**config.mk**
```make
export PLATFORM = sky130hd
export DESIGN_NAME = mem_port_arbiter
export DESIGN_NICKNAME = d
export VERILOG_FILES = /design/src/rtl/otter_arb_pkg.sv /design/src/rtl/rr_pick.sv /design/src/rtl/mem_port_arbiter.sv
export SDC_FILE = /design/constraint.sdc
export NUM_CORES = 1
export LEC_CHECK = 0
export ABC_AREA = 1
export CORE_ASPECT_RATIO = 1.5
export CORE_MARGIN = 2
export CORE_UTILIZATION = 51
export CTS_CLUSTER_SIZE = 12
export DETAILED_ROUTE_END_ITERATION = 7
export GPL_TIMING_DRIVEN = 1
export PLACE_DENSITY_LB_ADDON = 0.15
export SETUP_SLACK_MARGIN = 0.05
export SLEW_MARGIN = 20
export SYNTH_ARGS = -nofsm -noshare
export SYNTH_HDL_FRONTEND = slang
export SYNTH_SLANG_ARGS = --single-unit
export TNS_END_PERCENT = 1
```
**constraint.sdc**
```tcl
create_clock -name CLK -period 1.4 [get_ports CLK]
set_clock_uncertainty 0.2 [all_clocks]
set_input_delay 0.28 -clock CLK [delete_from_list [all_inputs] [get_ports CLK]]
set_output_delay 0.28 -clock CLK [all_outputs]
set_load 0.005 [all_outputs]
```
**src/rtl/otter_arb_pkg.sv**
```systemverilog
// Shared types and defaults for the memory-port arbiter.
package otter_arb_pkg;

  typedef enum logic [1:0] {
    IDLE  = 2'd0,
    ISSUE = 2'd1,
    WAIT  = 2'd2
  } arb_state_t;

  localparam int ARB_TIMEOUT_DEF = 15;
  localparam int ARB_WDOG_W      = 8;

endpackage

```
**src/rtl/rr_pick.sv**
```systemverilog
// Rotating priority encoder: first requester at or after ptr wins, wrapping
// modulo NUM_REQ; with fixed set the search always starts at index 0.
module rr_pick
  import otter_arb_pkg::*;
#(
  parameter int NUM_REQ = 4,
  parameter int SEL_W   = $clog2(NUM_REQ)
) (
  input  logic [NUM_REQ-1:0] req,
  input  logic [SEL_W-1:0]   ptr,
  input  logic               fixed,
  output logic [NUM_REQ-1:0] win_oh,
  output logic [SEL_W-1:0]   win_idx,
  output logic               win_vld
);

  always_comb begin
    int               base;
    logic [SEL_W-1:0] cand;
    win_oh  = '0;
    win_idx = '0;
    win_vld = 1'b0;
    base    = fixed ? 0 : int'(ptr);
    cand    = '0;
    // Scan from the farthest offset down so the nearest hit is written last.
    for (int i = NUM_REQ - 1; i >= 0; i--) begin
      cand = SEL_W'((base + i) % NUM_REQ);
      if (req[cand]) begin
        win_vld = 1'b1;
        win_idx = cand;
      end
    end
    if (win_vld) begin
      win_oh[win_idx] = 1'b1;
    end
  end

endmodule

```
**src/rtl/mem_port_arbiter.sv**
```systemverilog
// Shares one memory port between NUM_REQ requesters: round-robin or fixed
// priority, locked back-to-back transfers and a watchdog on MEM_ACK.
module mem_port_arbiter
  import otter_arb_pkg::*;
#(
  parameter int NUM_REQ = 4,
  parameter int SEL_W   = $clog2(NUM_REQ),
  parameter int TIMEOUT = ARB_TIMEOUT_DEF
) (
  input  logic               CLK,
  input  logic               RST_N,
  input  logic [NUM_REQ-1:0] REQ,
  input  logic [NUM_REQ-1:0] LOCK,
  input  logic               FIXED_PRIO,
  input  logic               MEM_ACK,
  output logic [NUM_REQ-1:0] GNT,
  output logic [SEL_W-1:0]   SEL,
  output logic               MEM_STB,
  output logic [NUM_REQ-1:0] DONE,
  output logic               ERR,
  output logic               BUSY
);

  localparam logic [ARB_WDOG_W-1:0] WDOG_LAST = ARB_WDOG_W'(TIMEOUT - 1);

  arb_state_t              state_q, state_d;
  logic [NUM_REQ-1:0]      gnt_q, gnt_d;
  logic [SEL_W-1:0]        sel_q, sel_d;
  logic                    stb_q, stb_d;
  logic [NUM_REQ-1:0]      done_q, done_d;
  logic                    err_q, err_d;
  logic [SEL_W-1:0]        ptr_q, ptr_d;
  logic [ARB_WDOG_W-1:0]   wdog_q, wdog_d;
  logic                    rst_n_sync_q;

  logic [NUM_REQ-1:0]      pick_oh;
  logic [SEL_W-1:0]        pick_idx;
  logic                    pick_vld;

  function automatic logic [SEL_W-1:0] ptr_after(input logic [SEL_W-1:0] idx);
    if (int'(idx) == NUM_REQ - 1) begin
      return '0;
    end
    return idx + 1'b1;
  endfunction

  // Assert asynchronously, release one clock after RST_N rises.
  always_ff @(posedge CLK or negedge RST_N) begin
    if (!RST_N) begin
      rst_n_sync_q <= 1'b0;
    end else begin
      rst_n_sync_q <= 1'b1;
    end
  end

  rr_pick #(
    .NUM_REQ (NUM_REQ),
    .SEL_W   (SEL_W)
  ) u_pick (
    .req     (REQ),
    .ptr     (ptr_q),
    .fixed   (FIXED_PRIO),
    .win_oh  (pick_oh),
    .win_idx (pick_idx),
    .win_vld (pick_vld)
  );

  always_comb begin
    state_d = state_q;
    gnt_d   = gnt_q;
    sel_d   = sel_q;
    stb_d   = 1'b0;
    done_d  = '0;
    err_d   = 1'b0;
    ptr_d   = ptr_q;
    wdog_d  = wdog_q;

    case (state_q)
      IDLE: begin
        if (pick_vld) begin
          gnt_d   = pick_oh;
          sel_d   = pick_idx;
          stb_d   = 1'b1;
          state_d = ISSUE;
        end else begin
          gnt_d = '0;
          sel_d = '0;
        end
      end

      ISSUE: begin
        wdog_d  = '0;
        state_d = WAIT;
      end

      WAIT: begin
        // An ack landing on the last watchdog cycle still completes cleanly.
        if (MEM_ACK) begin
          done_d = gnt_q;
          if (LOCK[sel_q] && REQ[sel_q]) begin
            stb_d   = 1'b1;
            state_d = ISSUE;
          end else begin
            ptr_d   = ptr_after(sel_q);
            gnt_d   = '0;
            sel_d   = '0;
            state_d = IDLE;
          end
        end else if (wdog_q == WDOG_LAST) begin
          done_d  = gnt_q;
          err_d   = 1'b1;
          ptr_d   = ptr_after(sel_q);
          gnt_d   = '0;
          sel_d   = '0;
          state_d = IDLE;
        end else begin
          wdog_d = wdog_q + 1'b1;
        end
      end

      default: begin
        gnt_d   = '0;
        sel_d   = '0;
        state_d = IDLE;
      end
    endcase
  end

  always_ff @(posedge CLK or negedge rst_n_sync_q) begin
    if (!rst_n_sync_q) begin
      state_q <= IDLE;
      gnt_q   <= '0;
      sel_q   <= '0;
      stb_q   <= 1'b0;
      done_q  <= '0;
      err_q   <= 1'b0;
      ptr_q   <= '0;
      wdog_q  <= '0;
    end else begin
      state_q <= state_d;
      gnt_q   <= gnt_d;
      sel_q   <= sel_d;
      stb_q   <= stb_d;
      done_q  <= done_d;
      err_q   <= err_d;
      ptr_q   <= ptr_d;
      wdog_q  <= wdog_d;
    end
  end

  assign GNT     = gnt_q;
  assign SEL     = sel_q;
  assign MEM_STB = stb_q;
  assign DONE    = done_q;
  assign ERR     = err_q;
  assign BUSY    = (state_q != IDLE);

  a_gnt_onehot : assert property (@(posedge CLK) disable iff (!rst_n_sync_q)
    $onehot0(gnt_q));
  a_sel_match : assert property (@(posedge CLK) disable iff (!rst_n_sync_q)
    (gnt_q != '0) |-> gnt_q[sel_q]);
  a_stb_issue : assert property (@(posedge CLK) disable iff (!rst_n_sync_q)
    stb_q |-> (state_q == ISSUE));

endmodule

```
==> results.tsv, run 1 <==
metric	value	unit
multi_input_area	766	sq um
drc	0	
die_h	67.4	um
clock_latency	0.27	ns
vias	1429	
cap_violations	0	
cp_cell_sequence	inv_1 -> ha_1 -> nand4_1 -> nand3_2 -> nand2_4 -> inv_8 -> nand2_8 -> nand2_2 -> o21ai_2	
diodes	0	
fin_setup_tns	-4.62	ns
status	finished with violations	
final_area	2070	sq um
grt_max_degree	25	
path_delay_family	simple AND/OR/NAND/NOR gates	
p_comb_share	56.5	%
cts_max_path_buffers	2	
hpwl	2580	um
firstDrtPassIters	4	
cts_max_level	1	
async_flop_share	100	%
ctsRootBufferMaster	clkbuf_8	
yosysTopAreaCellShare	45.8	%
post-route-period-util	119	%
hp-class	register to asynchronous set/reset pin	
cp-end-kind	register	
fin_ws	-0.263	ns
ys_seq_area_share	45.8	%
rsz0062_at_grt	yes	
utilization	78.9	%
design.core.area	2620	sq um
cpPeakStageDelay	0.39	ns
die_w	46.3	um
violations	setup timing	
finalSetupViolations	25	
grt_antenna_before_repair	0	
wl_per_cell	13.4	um
post_dp_cell_area	1870	sq um
final_antenna_net_count	0	
drive_gt1_share	37.6	%
pwr-share-seq	30.8	%
routed_wl	3790	um
fill_cells	177	
synth_edf_count	0	
min_period	1.66	ns
gp_congestion	0.900	
area_growth	51.3	%
total_leakage_power	1.08	nW
cp-start-kind	register	
seqCellArea	628	sq um
switching_power	1.46	mW
initial_core_util	52.2	%
nNetsFinal	261	
yosys_warnings	0	
gr-total-overflow	0	
clock_sinks	25	
required	1.36	ns
synth_cells	179	
crit_type	register to register	
ir_worst_vdd	1.05	mV
syn_nets	194	
final-max-slew-violation-count	0	
synth.cell_area	1370	sq um
yosysTopAreaCell	dfrtp_1	
port_buffers	24	
ys_ff_latch	25	
cts_buffers	3	
grt_pass1_wl	5940	um
pwr-share-clk	12.6	%
cp.buffers_inverters	2	
syn_avg_cell_area	7.63	sq um
die-area	3120	sq um
p_int	1.94	mW
drt_iter0_markers	50	
path_max_fanout	6	
synth_flop_cell	dfrtp_1	
swShare	42.9	%
max_freq	601	MHz
timing_hold_violations_final	0	
cts_tree	built	
vias_per_cell	5.07	
synth_area_leaders	dfrtp_1 46%, nand2_1 14%, nand3_1 7.7%	
pre_cts_ws	-0.594	ns
yosysMostFrequentCell	nand2_1	
num_rows	23	
grt_usage	26.6	%
clk_pin_slew	0.09	ns
arrival	1.63	ns
synthDistinctLibCells	24	
grt_pass1_vias	1379	
crit_slowest_cell	dfrtp_1	
synthTopCellsByCount	52 x nand2_1, 25 x dfrtp_1, 22 x inv_1, 21 x nand3_1, 17 x nor2_1	
dpl.cell_count	266	
io_pins	25	
final_cells	282	
powerDensity	1640	nW/um^2
[path summary, 6_finish.rpt]
kind	startpoint	to	slack, ns	cells past startpoint
min in group CLK	wdog_q[1]	wdog_q[1]	0.39	2
min reg2reg	rst_n_sync_q	wdog_q[3]	0.02	1
min	rst_n_sync_q	wdog_q[3]	0.02	1
max reg2reg	wdog_q[0]	SEL[0]	-0.26	9
max	wdog_q[0]	SEL[0]	-0.26	9
max in group asynchronous	RST_N	rst_n_sync_q	0.43	2
[final cells by class]
class                   count  area share, %
clock buffers               3           2.00
clock inverters             1          0.242
inverters                  25           4.90
multi-input cells         129           37.0
flip-flops and latches     25           30.4
well taps                  37           2.24
repair buffers             61           22.9
repair inverters            1          0.303
[registers in the layout, summed over array words and instances (netlist names)]
name	flops
state_q	2
wdog_q	8
ptr_q	2
GNT	4
DONE	4
rst_n_sync_q	1
MEM_STB	1
ERR	1
SEL	2
[what timing repair did]
| action | 4_1_cts | 5_1_grt |
|---|---|---|
| setup endpoints to repair | 37 | 32 |
| gates resized for setup | 57 | 14 |
| setup buffers | 10 | 0 |
| cloned | 0 | 1 |
| hold buffers | 1 | 0 |
| hold endpoints to repair | 1 | 0 |
| pin swaps | 5 | 4 |
[layer usage]
layer	global-route usage, %	share of wire (%)
met1	27.3	34
met2	49.3	58
met3	3.48	3.8
met4	13.9	4.1
met5	0	0
[power by group through the flow]
stage | combinational [mW] | clock, mW | sequential, mW
4_1_cts | 1.82 | 0.434 | 1.04
6_report | 1.92 | 0.429 | 1.05
2_1_floorplan | 0.849 | 0 | 1.07
3_3_place_gp | 1.51 | 0 | 1.06
5_1_grt | 2.10 | 0.478 | 1.06
3_5_place_dp | 1.55 | 0 | 1.07
[layout by cell type (no fill, tap or decap), types with 4 or more instances in the layout]
cell type	count
nand3_2	5
nand2_2	12
clkdlybuf4s50_1	10
nand3_1	18
nor2_1	11
clkbuf_2	7
o21ai_0	7
dfrtp_1	23
nand2_1	45
nor2_2	4
inv_1	21
buf_4	35
[through the flow]
step / hold WS (ns) / total power, mW
floorplan: -0.216 / 1.92
global placement: 0.0202 / 2.58
detailed placement: 0.0325 / 2.62
CTS: 0.0398 / 3.29
global route: 0.0667 / 3.64
finish: 0.0245 / 3.40
[cell families (layout without fill, tap and decap cells)]
| group | after synthesis | in the layout | synth area share, % |
|---|---|---|---|
| simple gates | 107 | 107 | 35.7 |
| fa+ha+maj | 3 | 3 | 2.75 |
| xor+xnor | 4 | 4 | 2.56 |
| buf+inv | 25 | 91 | 6.87 |
| flops | 25 | 25 | 45.8 |
| compound gates | 14 | 14 | 6.04 |
| other cells | 1 | 1 | 0.274 |
Power figures use the tool's default switching activity.
==> run 2, diff against run 1 <==
GPL_TIMING_DRIVEN = unset   (was 1)
==> results of run 2 <==
No change in the layout: final DEF, timing and power equal those of run 1.
==> variant 1 (flow settings as in run 1) <==
Remove the register `err_q`: a continuous assignment takes its place, so the output `ERR` follows one clock earlier.
--- a/src/rtl/mem_port_arbiter.sv
+++ b/src/rtl/mem_port_arbiter.sv
@@ -134,5 +134,4 @@
       stb_q   <= 1'b0;
       done_q  <= '0;
-      err_q   <= 1'b0;
       ptr_q   <= '0;
       wdog_q  <= '0;
@@ -143,9 +142,10 @@
       stb_q   <= stb_d;
       done_q  <= done_d;
-      err_q   <= err_d;
       ptr_q   <= ptr_d;
       wdog_q  <= wdog_d;
     end
   end
+
+  assign err_q = err_d;
 
   assign GNT     = gnt_q;
Check against the original RTL: no difference found for any inputs over 4 cycles, from zero or initial values and one cycle with RST_N low; that may be too few to reach the edited logic, so the function may still have changed.
==> variant 1 against run 1 <==
  * The flow still finishes with violations (setup timing)
  * Clock power up 7.7%
  * Power down 0.44%
  * Final cell count increased by 2.5%
  * Area after synthesis increased by 0.37%
  * Worst setup slack worse by 0.23 ns
  * Final area is 0.91% higher
  * Routed wire length increased by 5.0%
  * Sequential cell count shrank 1
==> variant 1: results (changes against run 1) <==
Total Routing Usage GR 0.291 (was 0.266); FFs w/ async S/R, synth 1.00 (unchanged); Synth Area in Adders 0.0274 (was 0.0275); vias in the first global route 1447 (was 1379); sw frac 0.416 (was 0.429); max FFs per register 8 (unchanged); Clock Latency Late Sink 0.27 ns (about the same); via count 1484 (was 1429); HP Class register to asynchronous set/reset pin (unchanged); Netlist cell types 26 (was 24); CP peak stage delay 0.41 ns (was 0.39 ns); Critical path origin wdog_q[0] (unchanged); delay-heaviest family, CP flip-flops (was simple AND/OR/NAND/NOR gates); critical path fanouts, max 2 (was 6); setup slack after layout -0.488 ns (was -0.263 ns); pin count of the biggest net entering global routing 24 (was 25); multiplexer share of the synthesized area 0 (unchanged); EDFF count, synth 0 (unchanged); postcts setup bufs 8 (was 10); Clk pin slew, worst setup/hold paths 0.08 ns; CTS buffer count 3 (unchanged); post-cts sizing count 56 (was 57); post-synthesis sequential area ratio 0.438 (was 0.458); placed instance area 1880 µm² (was 1870 µm²); Final GP Congestion 0.883 (was 0.900); Synth Area in Compound Gates 0.0675 (was 0.0604); Reg2Reg Depth 11 (was 9); Buffers on Ports 24 (unchanged); met3 Use GR 0.0374 (was 0.0348); initial DRC count 40 (was 50); VDD IR max 0.00100 V (was 0.00105 V); commonest cells in the netlist 57 x nand2_1, 24 x dfrtp_1, 23 x inv_1 (was 52 x nand2_1, 25 x dfrtp_1, 22 x inv_1); Routed Antenna Nets 0 (unchanged); Post-Synth XOR/XNOR Area 0.0128 (was 0.0256); Crit Reg-Reg Endpoint SEL[0] (unchanged); Reg2Reg Setup Slack -0.45 ns (was -0.26 ns); crit path to ERR (was SEL[0]); # hold bufs at CTS 1 (unchanged); WP buf/inv 2 (unchanged); violated checks setup timing (unchanged); initial antenna violation count 0 (unchanged); grt met1 use 0.284 (was 0.273); filler instances 182 (was 177); Final setup viols 25 (unchanged); layout cells sized above 1 0.345 (was 0.376); GR Util met2 0.533 (was 0.493); hold_ws 0.0234 ns (was 0.0245 ns); top post-synthesis cells by area dfrtp_1 44%, nand2_1 16%, nand3_1 7.3% (was dfrtp_1 46%, nand2_1 14%, nand3_1 7.7%); status finished with violations (unchanged); Post-DP HPWL 2.73 mm (was 2.58 mm); Layout Nets 268 (was 261); first-pass GRT wire length 6.27 mm (was 5.94 mm); WL final 3.98 mm (was 3.79 mm); DP Worst Slack -0.694 ns (was -0.594 ns); Yosys warnings 0 (unchanged); syn nets 201 (was 194); Top reg by flops wdog_q (unchanged); Leakage Power 0.00107 µW (was 0.00108 µW)
variant 1: per-stage QoR:
step / std cells / TNS (ns)
after CTS: 288 / -6.26
after global routing: 289 / -9.64
after global placement: 275 / -8.48
after detailed placement: 275 / -9.71
after floorplan: 186 / -0.734
final: 289 / -8.74
variant 1: power groups by stage:
stage | sequential, µW | combinational, µW | clock, µW
after floorplan | 1030 | 841 | 0
after global placement | 1040 | 1540 | 0
after detailed placement | 1040 | 1590 | 0
after CTS | 1050 | 1730 | 466
after global routing | 1080 | 2030 | 507
final | 1060 | 1860 | 462
variant 1: cell type report:
type,instances,area [µm²],area share
clock buffer,4,55.1,0.0264
inverter,27,106,0.0510
multi-input combinational,135,757,0.363
tap,37,46.3,0.0222
sequential,24,604,0.290
timing repair buffer,62,517,0.248
variant 1: routing by layer:
metal / vias to the layer above / routed length [µm]
met4: 0 / 192
met2: 51 / 2240
li1: 722 / -
met5: - / 0
met3: 19 / 143
met1: 692 / 1400
==> variant 2 (config.mk and constraints of run 1) <==
Without the edit above. Change the package constant `ARB_WDOG_W` from 8 to 12.
--- a/src/rtl/otter_arb_pkg.sv
+++ b/src/rtl/otter_arb_pkg.sv
@@ -9,5 +9,5 @@
 
   localparam int ARB_TIMEOUT_DEF = 15;
-  localparam int ARB_WDOG_W      = 8;
+  localparam int ARB_WDOG_W      = 12;
 
 endpackage
Function: no difference found for any inputs over 4 cycles, from zero or initial values and one cycle with RST_N low; that may be too few to reach the edited logic, so the function may still have changed.
==> variant 2 against run 1 <==
  * The flow still finishes with violations (setup timing)
  * Final area is 20% higher
  * Area after synthesis is 18% higher
  * Power is 21% higher
  * Worst setup slack worse by 0.13 ns
  * Count of clock-buffer cells in the layout is 2 higher
  * Routed wire length is 26% higher
  * Sequential cell count is 4 higher
  * Critical path type unchanged
==> variant 2: results (changes against run 1) <==
setup slack after layout -0.390 ns (was -0.263 ns); cell area after synthesis 1620 µm² (was 1370 µm²); post-synthesis sequential area ratio 0.449 (was 0.458); initial DRC count 38 (was 50); grt met1 use 0.232 (was 0.273); VDD IR max 0.00128 V (was 0.00105 V); sw frac 0.424 (was 0.429); Clock Latency Late Sink 0.29 ns (was 0.27 ns); status finished with violations (unchanged); Reg2Reg Depth 10 (was 9); GR Util met2 0.566 (was 0.493); post-route setup TNS -8.32 ns (was -4.62 ns); Post-Synth XOR/XNOR Area 0.00542 (was 0.0256); CTS HTree Levels 2 (was 1); Final GP Congestion 0.845 (was 0.900); postcts setup bufs 2 (was 10); Post-DP HPWL 3.18 mm (was 2.58 mm); Arr. time, crit path 1.76 ns (was 1.63 ns); Synth Area in Adders 0.0232 (was 0.0275); Final setup viols 29 (was 25); cells after synthesis 211 (was 179); post-cts sizing count 51 (was 57); pin count of the biggest net entering global routing 29 (was 25); mean routed wirelength per cell 14.4 µm (was 13.4 µm); Total Routing Usage GR 0.276 (was 0.266); layout cells sized above 1 0.412 (was 0.376); met3 Use GR 0.0533 (was 0.0348); max FFs per register 12 (was 8); top post-synthesis cells by area dfrtp_1 45%, nand2_1 12%, nand3_1 8.7% (was dfrtp_1 46%, nand2_1 14%, nand3_1 7.7%); violated checks setup timing (unchanged); Clk pin slew, worst setup/hold paths 0.07 ns (was 0.09 ns); critical path fanouts, max 5 (was 6); hold_ws 0.0395 ns (was 0.0245 ns); syn nets 226 (was 194)
-- variant 2: changes by cell type after synthesis, sizes merged, moves of 2 or more --
cell,before,now
nand3,23,31
nor2,18,24
inv,25,30
o21ai,9,14
dfrtp,25,29
a21oi,1,4
nor3,1,4
a31oi,0,2
o31ai,3,1
xor2,3,1
-- variant 2: worst max path at each step --
stage                     from         end  slack, ns  cells past startpoint
floorplan            wdog_q[0]   wdog_q[8]      -0.26                     10
global placement    FIXED_PRIO      GNT[3]      -0.66                     12
detailed placement  FIXED_PRIO      SEL[0]      -0.69                     12
CTS                  wdog_q[0]      SEL[1]      -0.38                      9
global route         wdog_q[1]  wdog_q[10]      -0.49                      8
finish               wdog_q[0]   wdog_q[8]      -0.39                     10
-- variant 2: critical path, cell delays in order (launching register included) --
cell and delay [ns]:
dfrtp_1 0.39, inv_2 0.08, ha_4 0.13, nand2_2 0.05, nor2_2 0.12, nand3_2 0.13
nand2_4 0.13, nand2_4 0.09, buf_6 0.13, a31oi_4 0.16, nor2_1 0.06
-- variant 2: per-layer routing --
metal | vias to the layer above | part of all wire
li1 | 846 | -
met1 | 826 | 0.32
met2 | 47 | 0.61
met3 | 16 | 0.032
met4 | 0 | 0.039
met5 | - | 0
-- variant 2: cell type report --
| class | count | area [µm²] |
|---|---|---|
| Timing Repair Buffer | 75 | 583 |
| Sequential cell | 29 | 728 |
| Fill cell | 220 | 626 |
| Clock buffer | 5 | 68.8 |
| Inverter | 30 | 115 |
| Tap cell | 40 | 50.0 |
| Clock inverter | 3 | 22.5 |
| Multi-Input combinational cell | 152 | 903 |
-- variant 2: power by group through the flow --
stage                     logic, µW  clock network, µW  registers, µW
final                          2210                709           1190
after global routing           2410                740           1210
after CTS                      2040                716           1160
after detailed placement       1960                  0           1180
after global placement         1920                  0           1180
after floorplan                 995                  0           1180
